[src/rtl/mux2x32_arb.sv]
// mux2x32_arb: two valid/ready requesters share one registered output
// slot through a round-robin 2:1 select, with a transfer counter.
//
// Ports:
//   Clk, Clrn          clock, async active-low reset
//   A_valid/A_data     requester A offer, A_ready accept strobe
//   B_valid/B_data     requester B offer, B_ready accept strobe
//   Y_valid/Y_data     registered output word, Y_src 1=A 0=B
//   Y_ready            consumer accept
//   Cnt                completed output transfers (wraps)
module mux2x32_arb #(
  parameter int WIDTH = 32,
  parameter int CNTW  = 16
) (
  input  logic             Clk,
  input  logic             Clrn,
  input  logic             A_valid,
  input  logic [WIDTH-1:0] A_data,
  output logic             A_ready,
  input  logic             B_valid,
  input  logic [WIDTH-1:0] B_data,
  output logic             B_ready,
  output logic             Y_valid,
  output logic [WIDTH-1:0] Y_data,
  output logic             Y_src,
  input  logic             Y_ready,
  output logic [CNTW-1:0]  Cnt
);

  typedef enum logic {
    EMPTY = 1'b0,
    FULL  = 1'b1
  } state_t;

  state_t           state_q, state_d;
  logic [WIDTH-1:0] data_q, data_d;
  logic             src_q, src_d;
  logic             last_a_q, last_a_d;
  logic [CNTW-1:0]  cnt_q;
  logic             gnt_a, gnt_b;
  logic             free, accept, drain;

  // Tie goes to whoever was not served last.
  assign gnt_a = A_valid & (~B_valid | ~last_a_q);
  assign gnt_b = B_valid & (~A_valid | last_a_q);

  assign free    = (state_q == EMPTY) | Y_ready;
  assign A_ready = free & gnt_a;
  assign B_ready = free & gnt_b;
  // A grant already implies the matching valid.
  assign accept  = A_ready | B_ready;
  assign drain   = (state_q == FULL) & Y_ready;

  always_comb begin
    state_d  = state_q;
    data_d   = data_q;
    src_d    = src_q;
    last_a_d = last_a_q;
    if (accept) begin
      data_d   = gnt_a ? A_data : B_data;
      src_d    = gnt_a;
      last_a_d = gnt_a;
    end
    unique case (state_q)
      EMPTY: if (accept) state_d = FULL;
      FULL: begin
        if (accept)       state_d = FULL;
        else if (Y_ready) state_d = EMPTY;
      end
      default: state_d = EMPTY;
    endcase
  end

  always_ff @(posedge Clk or negedge Clrn) begin
    if (!Clrn) begin
      state_q  <= EMPTY;
      data_q   <= '0;
      src_q    <= 1'b0;
      last_a_q <= 1'b0;
    end else begin
      state_q  <= state_d;
      data_q   <= data_d;
      src_q    <= src_d;
      last_a_q <= last_a_d;
    end
  end

  always_ff @(posedge Clk or negedge Clrn) begin
    if (!Clrn)
      cnt_q <= '0;
    else if (drain)
      cnt_q <= cnt_q + CNTW'(1);
  end

  assign Y_valid = (state_q == FULL);
  assign Y_data  = data_q;
  assign Y_src   = src_q;
  assign Cnt     = cnt_q;

endmodule

[config.mk]
export PLATFORM = sky130hd
export DESIGN_NAME = mux2x32_arb
export DESIGN_NICKNAME = d
export VERILOG_FILES = /design/src/rtl/mux2x32_arb.sv
export SDC_FILE = /design/constraint.sdc
export NUM_CORES = 1
export LEC_CHECK = 0
export BUFFER_PORTS_ARGS = -buffer_cell sky130_fd_sc_hd__buf_2
export CAP_MARGIN = 5
export CORE_ASPECT_RATIO = 1.1
export CORE_MARGIN = 4
export CORE_UTILIZATION = 35
export CTS_CLUSTER_DIAMETER = 150
export DETAILED_ROUTE_END_ITERATION = 12
export GPL_ROUTABILITY_DRIVEN = 0
export PLACE_DENSITY = 0.66
export RECOVER_POWER = 100
export SLEW_MARGIN = 15
export SYNTH_ARGS = -nofsm -noshare
export SYNTH_HDL_FRONTEND = slang
export SYNTH_SLANG_ARGS = --single-unit
[constraint.sdc]
create_clock -name Clk -period 2.65 [get_ports Clk]
set_input_delay 0.1325 -clock Clk [delete_from_list [all_inputs] [get_ports Clk]]
set_output_delay 0.1325 -clock Clk [all_outputs]
set_load 0.1 [all_outputs]
==> results.toml, run 1 <==
[grt]
gr-total-overflow = 0
grt_max_degree = 51
grt_pass1_wl_um = 8650
grt_usage = 0.134
antenna_found_initial = 0
grt_pass1_vias = 1907

[yosys]
ys_ff_latch = 50
avgSynthCellArea_sq_um = 11.1
netlist_instances = 209
synth_warnings = 0
syn_nets = 279
seq_area_frac_synth = 0.542
netlist_area_sq_um = 2310
synth_cell_type_count = 25

[sta]
slew_viol_final = 0
finalSetupViolCount = 0
skew_ps = 8.07
fin_crit_sh = 0.775
setup_tns_ps = 0
rsz0062_at_grt = "false"
period_needed_ps = 2050
fmax_mhz = 487
hold_viol_final = 0
worst_pin_slew_ps = 1220
relSlewSlack = 0.189

[floorplan]
die-area_sq_um = 7960
ioPinCount = 121
die_w_um = 85.5
coreArea_sq_um = 6310
std_cell_rows = 30
start_util = 0.366
fp.dieH_um = 93.2

[clock_network]
clk_latency_ps = 300
cts_num_sinks = 50
postCtsSetupBuffers = 0
tritoncts = "yes"
htreeDepth = 2
cts_inserted_buffers = 5
clkTransAtPathRegs_ps = 90
root_buffer = "clkbuf_8"
cts_buffer_depth = 2

[final_layout]
n_antenna_cell = 0
drive_gt1_frac = 0.255
final_nets = 399
fillers = 667
multiInputGateArea_sq_um = 962
register_area_sq_um = 1250
synthToLayoutAreaGrowth_pct = 29.6

[worst_hold_path]
hp-class = "in -> reg"
hold_path.startpoint = "A_valid"

[setup_path]
cp_top_family = "buffers and inverters"
critPathMaxFanout = 6
slowest_delay_ps = 870
setup.worst_path.class = "reg -> out"
cp.arrival_ps = 1920
end_kind = "output port"
r2r_start = "Y_valid"
cp.buffers_inverters = 1
start_kind = "flop"
cp_slowest_cell = "clkbuf_1"
crit_start = "Y_valid"
cp.required_ps = 2520
cp_cell_sequence = "nand2b_2 -> nand2_1 -> a21oi_2 -> clkbuf_1"

[job]
maxCapViolations = 0

[pwr]
cellPowerDensity_nw_per_um2 = 963
p_leak_nw = 1.36
max-vdd-ir-drop_uv = 851
finalPower_mw = 2.88

[placement]
hpwl_um = 4020
port_buffers = 120

[run_status]
status = "complete, no violations"

[drt]
drc = 0
drtIter0Drc = 41
first_pass_iters = 4
vias_per_cell = 4.65
routed_wirelength_um = 5270
route.antenna.remaining_nets = 0
wire_per_inst_um = 12.9
num_vias = 1908
routing by layer:
metal	global-route usage	wire (um)	part of all wire
met3	0.0344	445	0.084
met5	0	0	0
met2	0.230	2600	0.49
met1	0.157	2110	0.40
met4	0.0567	111	0.021
what timing repair did:
| action | CTS | global route |
|---|---|---|
| hold buffers | 0 | 1 |
| endpoints found under the hold margin | 0 | 50 |
| resized for setup | 0 | 0 |
worst min-delay path, stage by stage:
cell     delay (ps)
buf_2           130
nor2_1           50
nand2_1          50
sequential cells by signal, summed over array words and instances, names as in the netlist:
name	count
Cnt	16
Y_src	1
Y_valid	1
Y_data	32
where the power goes:
part / switching [mW] / total (mW) / internal (mW)
registers: 0.116 / 1.01 / 0.891
clock network: 0.241 / 0.450 / 0.210
logic: 1.20 / 1.43 / 0.225
total: 1.56 / 2.88 / 1.33
logic make-up (layout without fill, tap and decap cells):
kind of cell	Yosys count	in the layout	share of synthesized area
adder cells (fa/ha/maj)	1	1	0.00542
AND/OR/NAND/NOR	61	61	0.124
buffers and inverters	12	133	0.0439
XOR/XNOR	15	15	0.0569
multiplexers	33	33	0.144
AO/OA/AOI/OAI	37	37	0.0845
flip-flops	50	50	0.542
path summary, 6_finish.rpt:
kind	end	cells after the start	slack [ps]
max in group asynchronous	Y_data[23]	2	1290
worst max-delay path	B_ready	4	600
worst min register to register	Cnt[15]	1	470
worst max register to register	Y_data[21]	5	710
min in group asynchronous	Cnt[0]	2	610
worst min-delay path	Y_valid	3	90
placed cells by master (no fill, tap or decap), types with 2 or more instances in the layout:
cell type and count:
xnor2_1 14, clkbuf_1 51, nor2_1 35, dfrtp_1 50, buf_2 67, clkbuf_2 2
and4_1 3, mux2i_1 32, nand3_1 7, clkbuf_8 6, buf_4 2, nand2_1 6
and3_1 2, and2_1 2, a21oi_1 33, nand4_1 5
stage by stage:
stage | instances | instance area, sq um | hold WS (ps) | setup slack, ps | util
after floorplan | 209 | 2310 | -163 | 407 | -
after global placement | 401 | 2960 | 402 | 1060 | 0.469
after detailed placement | 401 | 2960 | 401 | 1020 | 0.469
after CTS | 409 | 3060 | 63.9 | 686 | 0.485
after global routing | 410 | 2990 | 93.7 | 461 | 0.475
final | 410 | 2990 | 88.8 | 596 | 0.475
Yosys cell counts:
library cell / instances / share of area
buf_4: 4 / 0.013
and4_4: 2 / 0.0098
and2_1: 2 / 0.0054
a21oi_1: 34 / 0.074
buf_6: 2 / 0.0098
and3_1: 1 / 0.0027
buf_8: 2 / 0.013
nor2_1: 35 / 0.057
xnor2_1: 14 / 0.053
nand2b_2: 1 / 0.0038
nand2_1: 6 / 0.0098
mux2_2: 1 / 0.0049
xor2_1: 1 / 0.0038
inv_1: 1 / 0.0016
o21a_1: 1 / 0.0033
buf_2: 3 / 0.0065
nand3_1: 7 / 0.015
ha_1: 1 / 0.0054
a31oi_1: 1 / 0.0027
and4_1: 1 / 0.0038
nand4_1: 5 / 0.014
a21boi_2: 1 / 0.0049
and3_2: 1 / 0.0033
mux2i_1: 32 / 0.14
dfrtp_1: 50 / 0.54
final cells by class:
class	count	area share
timing repair buffer	124	0.194
clock inverter	2	0.00418
inverter	1	0.00125
multi-input combinational	147	0.321
sequential	50	0.418
tap	80	0.0334
clock buffer	6	0.0276
Power figures use the tool's default switching activity.
==> inputs of run 2 (changes only) <==
ABC_AREA = 1   (was unset)
PLACE_DENSITY = 0.64   (was 0.66)
clock period = 2 ns   (was 2.65 ns; I/O delays follow)
==> results.toml, run 2 <==
[setup_path]
setup.worst_path.class = "reg -> out"
reg2reg_depth = 6
critPathMaxFanout = 3
cp.arrival_ps = 1660
r2r_end = "Y_data[30]"
slowest_delay_ps = 470
cp_cell_sequence = "nand2_1 -> nand3_1 -> clkinvlp_4 -> clkbuf_2"
cp_slowest_cell = "clkbuf_2"
regToRegSetupSlack_ps = 310
r2r_start = "Y_src"
cp.required_ps = 1900
start_kind = "flop"
end_kind = "output port"

[floorplan]
ioPinCount = 121
std_cell_rows = 32
start_util = 0.368
die-area_sq_um = 9000
fp.dieH_um = 99.1
coreArea_sq_um = 7170
die_w_um = 90.8

[final_layout]
final_nets = 489
final_common_cell = "buf_2"
n_antenna_cell = 0
final_cell_mix = "buf_2 (67), clkbuf_1 (49), dfrtp_1 (48), nor2_1 (48), nand2_1 (37)"
fillers = 776
fin_area_sq_um = 3280
post-route-util = 0.457
drive_gt1_frac = 0.231
largest_reg_flops = 32
synthToLayoutAreaGrowth_pct = 24.1

[clock_network]
htreeDepth = 2
cts_inserted_buffers = 5
tritoncts = "yes"
clkTransAtPathRegs_ps = 100
cts-resized-gates = 0
root_buffer = "clkbuf_8"
cts_buffer_depth = 2
clk_latency_ps = 300
cts_num_sinks = 50
postCtsSetupBuffers = 0

[drt]
vias_per_cell = 4.86
route.antenna.remaining_nets = 0
routed_wirelength_um = 6900
drtIter0Drc = 68
drc = 0
first_pass_iters = 4
wire_per_inst_um = 13.7
num_vias = 2454

[sta]
fin_hold_ws_ps = 132
worst_pin_slew_ps = 1230
relSlewSlack = 0.185
hold_viol_final = 0
finalSetupViolCount = 0
skew_ps = 9.16
rsz0062_at_grt = "false"
slew_viol_final = 0
fin_crit_sh = 0.882
setup_tns_ps = 0
period_needed_ps = 1760
fmax_mhz = 567

[pwr]
max-vdd-ir-drop_uv = 751
p_leak_nw = 1.51
cellPowerDensity_nw_per_um2 = 1510

[run_status]
status = "complete, no violations"

[yosys]
synth_top_area_frac = 0.474
synth_async_sr_flop_share = 1.00
synth_warnings = 0
avgSynthCellArea_sq_um = 8.77
synth_top_area_cell = "dfrtp_1"
synth_top_flop_cell = "dfrtp_1"
netlist_instances = 301
ys_ff_latch = 50
yosysMostFrequentCell = "dfrtp_1"
synth_commonest_cells = "dfrtp_1 (50), nor2_1 (48), nand2_1 (34)"
seq_area_frac_synth = 0.474
synth_cell_type_count = 23
syn_nets = 371
netlist_area_sq_um = 2640
synth_edf_count = 0
synth.area.top_cells = "dfrtp_1 (47%), o21a_1 (9.1%), nor2_1 (6.8%)"

[grt]
grt_pass1_vias = 2450
gr-total-overflow = 0
use_met3 = 0.0408
grt_pass1_wl_um = 11400
antenna_found_initial = 0
grt_usage = 0.155
grt_max_degree = 51
grt_util_met1 = 0.182
grt-busiest-layer = "met2"
grt_util_met2 = 0.275

[worst_hold_path]
holdPathEnd = "Y_data[13]"
min_path_cells = 4
hp-class = "in -> reg"
hold_path.startpoint = "B_data[13]"

[job]
maxCapViolations = 0

[placement]
port_buffers = 120
hpwl_um = 5280
place_area_sq_um = 3320
## run 2: changes by cell type in the layout (fill, tap and decap cells not counted), moves of 11 or more
cell | before | now
inv_1 | 1 | 23
mux2i_1 | 32 | 0
nand2_1 | 6 | 37
nor2_1 | 35 | 48
o21a_1 | 1 | 32
o21ai_0 | 0 | 23
xnor2_1 | 14 | 3
## run 2: final cells by class
cell class	instances	area (sq um)	share of cell area
multi-input combinational	211	1120	0.341
timing repair buffer	127	614	0.187
clock inverter	3	21.3	0.00649
clock buffer	5	68.8	0.0210
tap	85	106	0.0325
sequential	50	1250	0.383
inverter	24	93.8	0.0286
## run 2: metal layers
layer	routed length, um	up-vias	share of wire
met5	0	-	0
met4	120	0	0.017
met3	420	6	0.061
met2	3470	63	0.50
met1	2890	1156	0.42
li1	-	1229	-
## run 2: worst max-delay path: cells and delay by family, from the launching register on
family        cells  cell delay, ps
buf+inv           2             610
flops             1             420
simple gates      2             340
## run 2: stage by stage
step | setup WS [ps] | std cells | total power [mW]
detailed placement | 414 | 496 | 4.51
global route | 140 | 505 | 5.18
CTS | 309 | 505 | 5.13
global placement | 499 | 496 | 4.49
floorplan | 7.63 | 301 | 3.99
finish | 235 | 505 | 4.95
## run 2: power breakdown
| group | switching (mW) | leakage (nW) | total (mW) | internal [mW] |
|---|---|---|---|---|
| Combinational | 2.47 | 0.908 | 2.89 | 0.418 |
| Sequential | 0.189 | 0.560 | 1.46 | 1.27 |
| Clock | 0.349 | 0.0441 | 0.595 | 0.247 |
## run 2: how the worst max path moves through the flow
stage | start | end | slack, ps
after floorplan | Cnt[1] | Cnt[14] | 8
after global placement | Y_valid | Y_data[7] | 500
after detailed placement | Y_valid | Y_data[8] | 410
after CTS | Y_valid | B_ready | 310
after global routing | Y_valid | B_ready | 140
final | Y_valid | B_ready | 240
## run 2: what timing repair did
item                                   CTS  global route
setup endpoints to repair                0             0
hold buffers                             1             0
endpoints found under the hold margin   15             0
## run 2: cell families (layout without fill, tap and decap cells)
group | count (synthesis) | in the layout | synth area share
compound gates | 97 | 97 | 0.240
xor+xnor | 10 | 10 | 0.0332
fa+ha+maj | 1 | 1 | 0.00474
buf+inv | 40 | 159 | 0.0782
flops | 50 | 50 | 0.474
simple gates | 103 | 103 | 0.170
